`src/rtl/leg_pkg.sv`:
```
// Shared constants and types for the LEG program-counter stage.
package leg_pkg;

    localparam int unsigned LEG_PC_WIDTH    = 8;
    localparam int unsigned LEG_INSTR_BYTES = 4;
    localparam int unsigned LEG_STACK_DEPTH = 8;

    typedef enum logic {
        PC_RUN  = 1'b0,
        PC_HALT = 1'b1
    } leg_pc_state_t;

    // Occupancy counter must represent 0..depth inclusive.
    function automatic int unsigned leg_sp_width(input int unsigned depth);
        return $clog2(depth) + 1;
    endfunction

    localparam int unsigned LEG_SP_WIDTH = leg_sp_width(LEG_STACK_DEPTH);

endpackage

```
`src/rtl/leg_ret_stack.sv`:
```
// Return-address LIFO: registered storage, combinational top-of-stack read.
module leg_ret_stack
    import leg_pkg::*;
#(
    parameter int unsigned DEPTH = LEG_STACK_DEPTH,
    parameter int unsigned WIDTH = LEG_PC_WIDTH,
    localparam int unsigned CW   = leg_sp_width(DEPTH),
    localparam int unsigned AW   = $clog2(DEPTH)
) (
    input  logic             clk,
    input  logic             rst,
    input  logic             push,
    input  logic             pop,
    input  logic [WIDTH-1:0] din,
    output logic [WIDTH-1:0] dout,
    output logic [CW-1:0]    count,
    output logic             full,
    output logic             empty
);

    logic [WIDTH-1:0] mem_q [DEPTH];
    logic [CW-1:0]    count_q;
    logic [AW-1:0]    wr_idx;
    logic [AW-1:0]    rd_idx;

    assign wr_idx = count_q[AW-1:0];
    assign rd_idx = wr_idx - AW'(1);
    assign full   = (count_q == CW'(DEPTH));
    assign empty  = (count_q == '0);
    assign dout   = mem_q[rd_idx];
    assign count  = count_q;

    always_ff @(posedge clk or negedge rst) begin
        if (!rst) begin
            count_q <= '0;
        end else if (push && !full) begin
            count_q <= count_q + CW'(1);
        end else if (pop && !empty) begin
            count_q <= count_q - CW'(1);
        end
    end

    // Contents need no reset; occupancy alone defines validity.
    always_ff @(posedge clk) begin
        if (push && !full) begin
            mem_q[wr_idx] <= din;
        end
    end

endmodule

```
`src/rtl/leg_pc_unit.sv`:
```
// Program counter, branch resolution, CALL/RET stack control and RUN/HALT FSM.
module leg_pc_unit
    import leg_pkg::*;
#(
    parameter int unsigned PC_WIDTH    = LEG_PC_WIDTH,
    parameter int unsigned INSTR_BYTES = LEG_INSTR_BYTES,
    parameter int unsigned STACK_DEPTH = LEG_STACK_DEPTH,
    localparam int unsigned SP_WIDTH   = leg_sp_width(STACK_DEPTH)
) (
    input  logic                clk,
    input  logic                rst,
    input  logic                stall,
    input  logic                is_cond,
    input  logic                cond,
    input  logic                is_call,
    input  logic                is_ret,
    input  logic                is_halt,
    input  logic                resume,
    input  logic [PC_WIDTH-1:0] target,
    output logic [PC_WIDTH-1:0] pc,
    output logic                taken,
    output logic                halted,
    output logic                stack_err,
    output logic [SP_WIDTH-1:0] sp
);

    leg_pc_state_t     state_q, state_d;
    logic [PC_WIDTH-1:0] pc_q, pc_d;
    logic                taken_q, taken_d;
    logic                err_q, err_d;
    logic [PC_WIDTH-1:0] pc_inc;
    logic [PC_WIDTH-1:0] ret_addr;
    logic                push, pop, full, empty;
    logic                exec;

    assign pc_inc = pc_q + PC_WIDTH'(INSTR_BYTES);
    assign exec   = (state_q == PC_RUN) && !stall;

    leg_ret_stack #(
        .DEPTH (STACK_DEPTH),
        .WIDTH (PC_WIDTH)
    ) u_stack (
        .clk   (clk),
        .rst   (rst),
        .push  (push),
        .pop   (pop),
        .din   (pc_inc),
        .dout  (ret_addr),
        .count (sp),
        .full  (full),
        .empty (empty)
    );

    always_ff @(posedge clk or negedge rst) begin
        if (!rst) begin
            state_q <= PC_RUN;
            err_q   <= 1'b0;
        end else begin
            state_q <= state_d;
            err_q   <= err_d;
        end
    end

    // Stack faults halt the core and latch until reset.
    always_comb begin
        state_d = state_q;
        err_d   = err_q;
        case (state_q)
            PC_RUN: begin
                if (!stall) begin
                    if (is_halt) begin
                        state_d = PC_HALT;
                    end else if (is_ret) begin
                        if (empty) begin
                            err_d   = 1'b1;
                            state_d = PC_HALT;
                        end
                    end else if (is_call && full) begin
                        err_d   = 1'b1;
                        state_d = PC_HALT;
                    end
                end
            end
            PC_HALT: begin
                if (resume && !err_q) begin
                    state_d = PC_RUN;
                end
            end
            default: state_d = PC_RUN;
        endcase
    end

    // Priority mux: halt > ret > call > taken cond > sequential.
    always_comb begin
        pc_d    = pc_q;
        taken_d = taken_q;
        push    = 1'b0;
        pop     = 1'b0;
        if (exec) begin
            taken_d = 1'b0;
            if (is_halt) begin
                pc_d = pc_q;
            end else if (is_ret) begin
                if (!empty) begin
                    pop     = 1'b1;
                    pc_d    = ret_addr;
                    taken_d = 1'b1;
                end
            end else if (is_call) begin
                if (!full) begin
                    push    = 1'b1;
                    pc_d    = target;
                    taken_d = 1'b1;
                end
            end else if (is_cond && cond) begin
                pc_d    = target;
                taken_d = 1'b1;
            end else begin
                pc_d = pc_inc;
            end
        end
    end

    always_ff @(posedge clk or negedge rst) begin
        if (!rst) begin
            pc_q    <= '0;
            taken_q <= 1'b0;
        end else begin
            pc_q    <= pc_d;
            taken_q <= taken_d;
        end
    end

    assign pc        = pc_q;
    assign taken     = taken_q;
    assign halted    = (state_q == PC_HALT);
    assign stack_err = err_q;

endmodule

```
`config.mk`:
```
export PLATFORM = sky130hd
export DESIGN_NAME = leg_pc_unit
export DESIGN_NICKNAME = d
export VERILOG_FILES = /design/src/rtl/leg_pkg.sv /design/src/rtl/leg_ret_stack.sv /design/src/rtl/leg_pc_unit.sv
export SDC_FILE = /design/constraint.sdc
export NUM_CORES = 1
export LEC_CHECK = 0
export CORE_UTILIZATION = 56
export CTS_CLUSTER_SIZE = 30
export DETAILED_ROUTE_END_ITERATION = 8
export PLACE_DENSITY = 0.9
export SYNTH_ARGS = -nofsm -noshare
export SYNTH_HDL_FRONTEND = slang
export SYNTH_HIERARCHICAL = 1
export SYNTH_SLANG_ARGS = --single-unit
```
`constraint.sdc`:
```
create_clock -name clk -period 9.3 [get_ports clk]
set_input_delay 2.325 -clock clk [delete_from_list [all_inputs] [get_ports clk]]
set_output_delay 2.325 -clock clk [all_outputs]
set_load 0.03 [all_outputs]
```
==> results.ini <==
[setup_path]
crit_path_end_kind = register
crit_fanout = 13
cp-start-kind = primary input
crit_buf_inv = 2
cpLargestDelayFamily = simple AND/OR/NAND/NOR gates
cpMaxStageDelayCell = nor3_1
worst-setup-path-type = primary input to register
arrival_ns = 4.76
crit_required_ns = 9.25
crit_path_cell_trace = clkdlybuf4s50_1 > nor2_1 > and3_1 > inv_2 > a211o_1 > nor3_1
slowest_delay_ns = 0.94

[clocking]
root_buffer = clkbuf_8
cts_hold_buf = 0
cts.htree.levels = 3
cts_buffers = 9
clock_sinks = 79
cts_tree = done
clock_latency_ns = 0.34
post_cts_buffers = 0
path_clk_slew_ns = 0.08
cts_buffer_depth = 2
ctsResizeCount = 0

[yosys]
syn_inst = 225
synth.distinct_cells = 47
syn_area_um2 = 3570
yosys.area.top_type = edfxtp_1
syn_nets = 247
synth_area_per_cell_um2 = 15.9
ys_async_sr_fraction_pct = 19.0
synth_edf_count = 64
yosysWarnings = 6
synth-seq-cells = 79
ys.flop_type = edfxtp_1
synth_area_leaders = edfxtp_1 54%, dfrtp_1 11%, mux4_2 8.8%, mux2_4 3.4%, nor2_1 2.0%
synth_top_area_share_pct = 53.8
synth-seq-area-share_pct = 64.3

[power]
p_int_w = 0.000853
seqPwrFrac_pct = 40.2
p_clk_share_pct = 15.5
p_leak_nw = 1.43
power_density_nw_per_um2 = 329
combPwrFrac_pct = 44.3
p_sw_share_pct = 36.1
vdd_ir_drop_max_mv = 0.211
switchingPower_w = 0.000481
power_w = 0.00133

[place]
gp_congestion = 0.877
port_buffers = 31
post-dp-hpwl_mm = 4.45

[finish]
syn_to_final_growth_pct = 13.4
finish.utilization_pct = 67.2
layout_common_cells = 64 x edfxtp_1, 31 x clkdlybuf4s50_1, 19 x nor2_1, 15 x nand2_1, 15 x dfrtp_1
antennaDiodeCount = 0
seqCellArea_um2 = 2300
drive_gt1_share_pct = 15.3
final_common_cell = edfxtp_1
nets = 279
fillCellCount = 404
multi_input_area_um2 = 1160

[global_route]
track_usage_pct = 21.1
grt_max_degree = 25
grt_pass1_wl_mm = 9.90
antenna_found_initial = 0
overflow = 0
grt_pass1_vias = 1948

[routing]
drt_pass1_iterations = 4
wl_mm = 6.40
postRouteAntennaNets = 0
route.detailed.drc = 0
vias = 2028
first_iter_violations = 115
wire_per_inst_um = 19.1
post_drt_via_cell_ratio = 6.04

[floorplan]
die_w_um = 81.9
coreArea_um2 = 6030
start_util_pct = 59.3
placementRows = 28
io-pin-count = 32
die-area_um2 = 6700
die_h_um = 81.9

[sta]
relSlewSlack_pct = 18.1
fmax_ghz = 0.208
finalSetupViolCount = 0
finClkSkew_ns = 0.00653
hold_violations = 0
finalCritPeriodShare_pct = 51.8
rsz0062_at_grt = false
tightest_slew_ns = 1.22
period_needed_ns = 4.81
fin_setup_tns_ns = 0
drv_slew = 0

[worst_hold_path]
min_path_type = register to register

[job]
drv_cap = 0

[status]
outcome = finished clean

path summary, 6_finish.rpt:
path	depth (start not counted)	to	startpoint	slack, ns
hold reg to reg	1	stack_err	stack_err	0.51
setup reg to reg	10	u_stack/mem_q[0][0]	u_stack/count[0]	5.63
min in group asynchronous	1	pc[2]	rst	2.41
hold / removal	1	stack_err	stack_err	0.51
max in group asynchronous	1	pc[4]	rst	6.43
setup / recovery	6	u_stack/mem_q[0][0]	is_ret	4.49
worst register-to-register path: cells and delay by family, from the launching register on:
family / cells / cell delay [ns]
AO/OA/AOI/OAI: 1 / 0.33
adder cells (fa/ha/maj): 1 / 0.32
buffers and inverters: 3 / 0.57
flip-flops: 1 / 0.33
AND/OR/NAND/NOR: 5 / 1.73
cell families after synthesis:
kind of cell               share of synthesized area (%)
AOI/OAI and AO/OA                                   6.62
xor gates and xnor gates                            2.00
adders and majority gates                           1.96
buffers and inverters                               3.26
DFF                                                 64.3
muxes                                               15.2
and+or+nand+nor                                     6.69
power by group through the flow:
stage	registers (W)	logic (W)	clock network (W)
final	0.000537	0.000591	0.000207
after global routing	0.000546	0.000643	0.000226
after floorplan	0.000586	0.000392	0
after global placement	0.000542	0.000578	0
after detailed placement	0.000545	0.000591	0
after CTS	0.000538	0.000596	0.000210
sequential cells by signal (all words and copies together), names as in the netlist:
register       flops
u_stack/count      4
pc                 8
stack_err          1
halted             1
u_stack/mem_q     64
taken              1
metal layers:
layer,vias up,wire [um],track usage [%]
met1,1020,2820,28.1
met2,72,3130,33.6
met5,-,0,0
li1,925,-,-
met3,11,353,4.89
met4,0,93,8.42
synth_stat cells, types with 4 or more instances:
| cell | number |
|---|---|
| edfxtp_1 | 64 |
| nor2_1 | 19 |
| dfrtp_1 | 15 |
| nand2_1 | 15 |
| mux4_2 | 14 |
| mux2_4 | 8 |
| inv_1 | 7 |
| a21oi_1 | 6 |
| a31oi_1 | 6 |
| o21ai_0 | 5 |
| buf_4 | 4 |
| ha_1 | 4 |
final cells by class:
cell class                 count  area share (%)
timing repair buffer          32            7.84
multi-input combinational    127            28.6
clock inverter                 5           0.649
clock buffer                  10            3.15
inverter                       8           0.741
sequential                    79            56.7
tap                           75            2.32
per-stage QoR:
| step | std cells | hold WS, ns | cell area, um2 | worst slack [ns] |
|---|---|---|---|---|
| 3_3_place_gp | 321 | 0.476 | 3900 | 4.31 |
| 6_report | 336 | 0.513 | 4050 | 4.49 |
| 3_5_place_dp | 321 | 0.506 | 3900 | 4.09 |
| 5_1_grt | 336 | 0.533 | 4050 | 4.26 |
| 4_1_cts | 336 | 0.521 | 4050 | 4.47 |
| 2_1_floorplan | 225 | 0.583 | 3570 | 5.14 |
(Power assumes the default switching activity.)
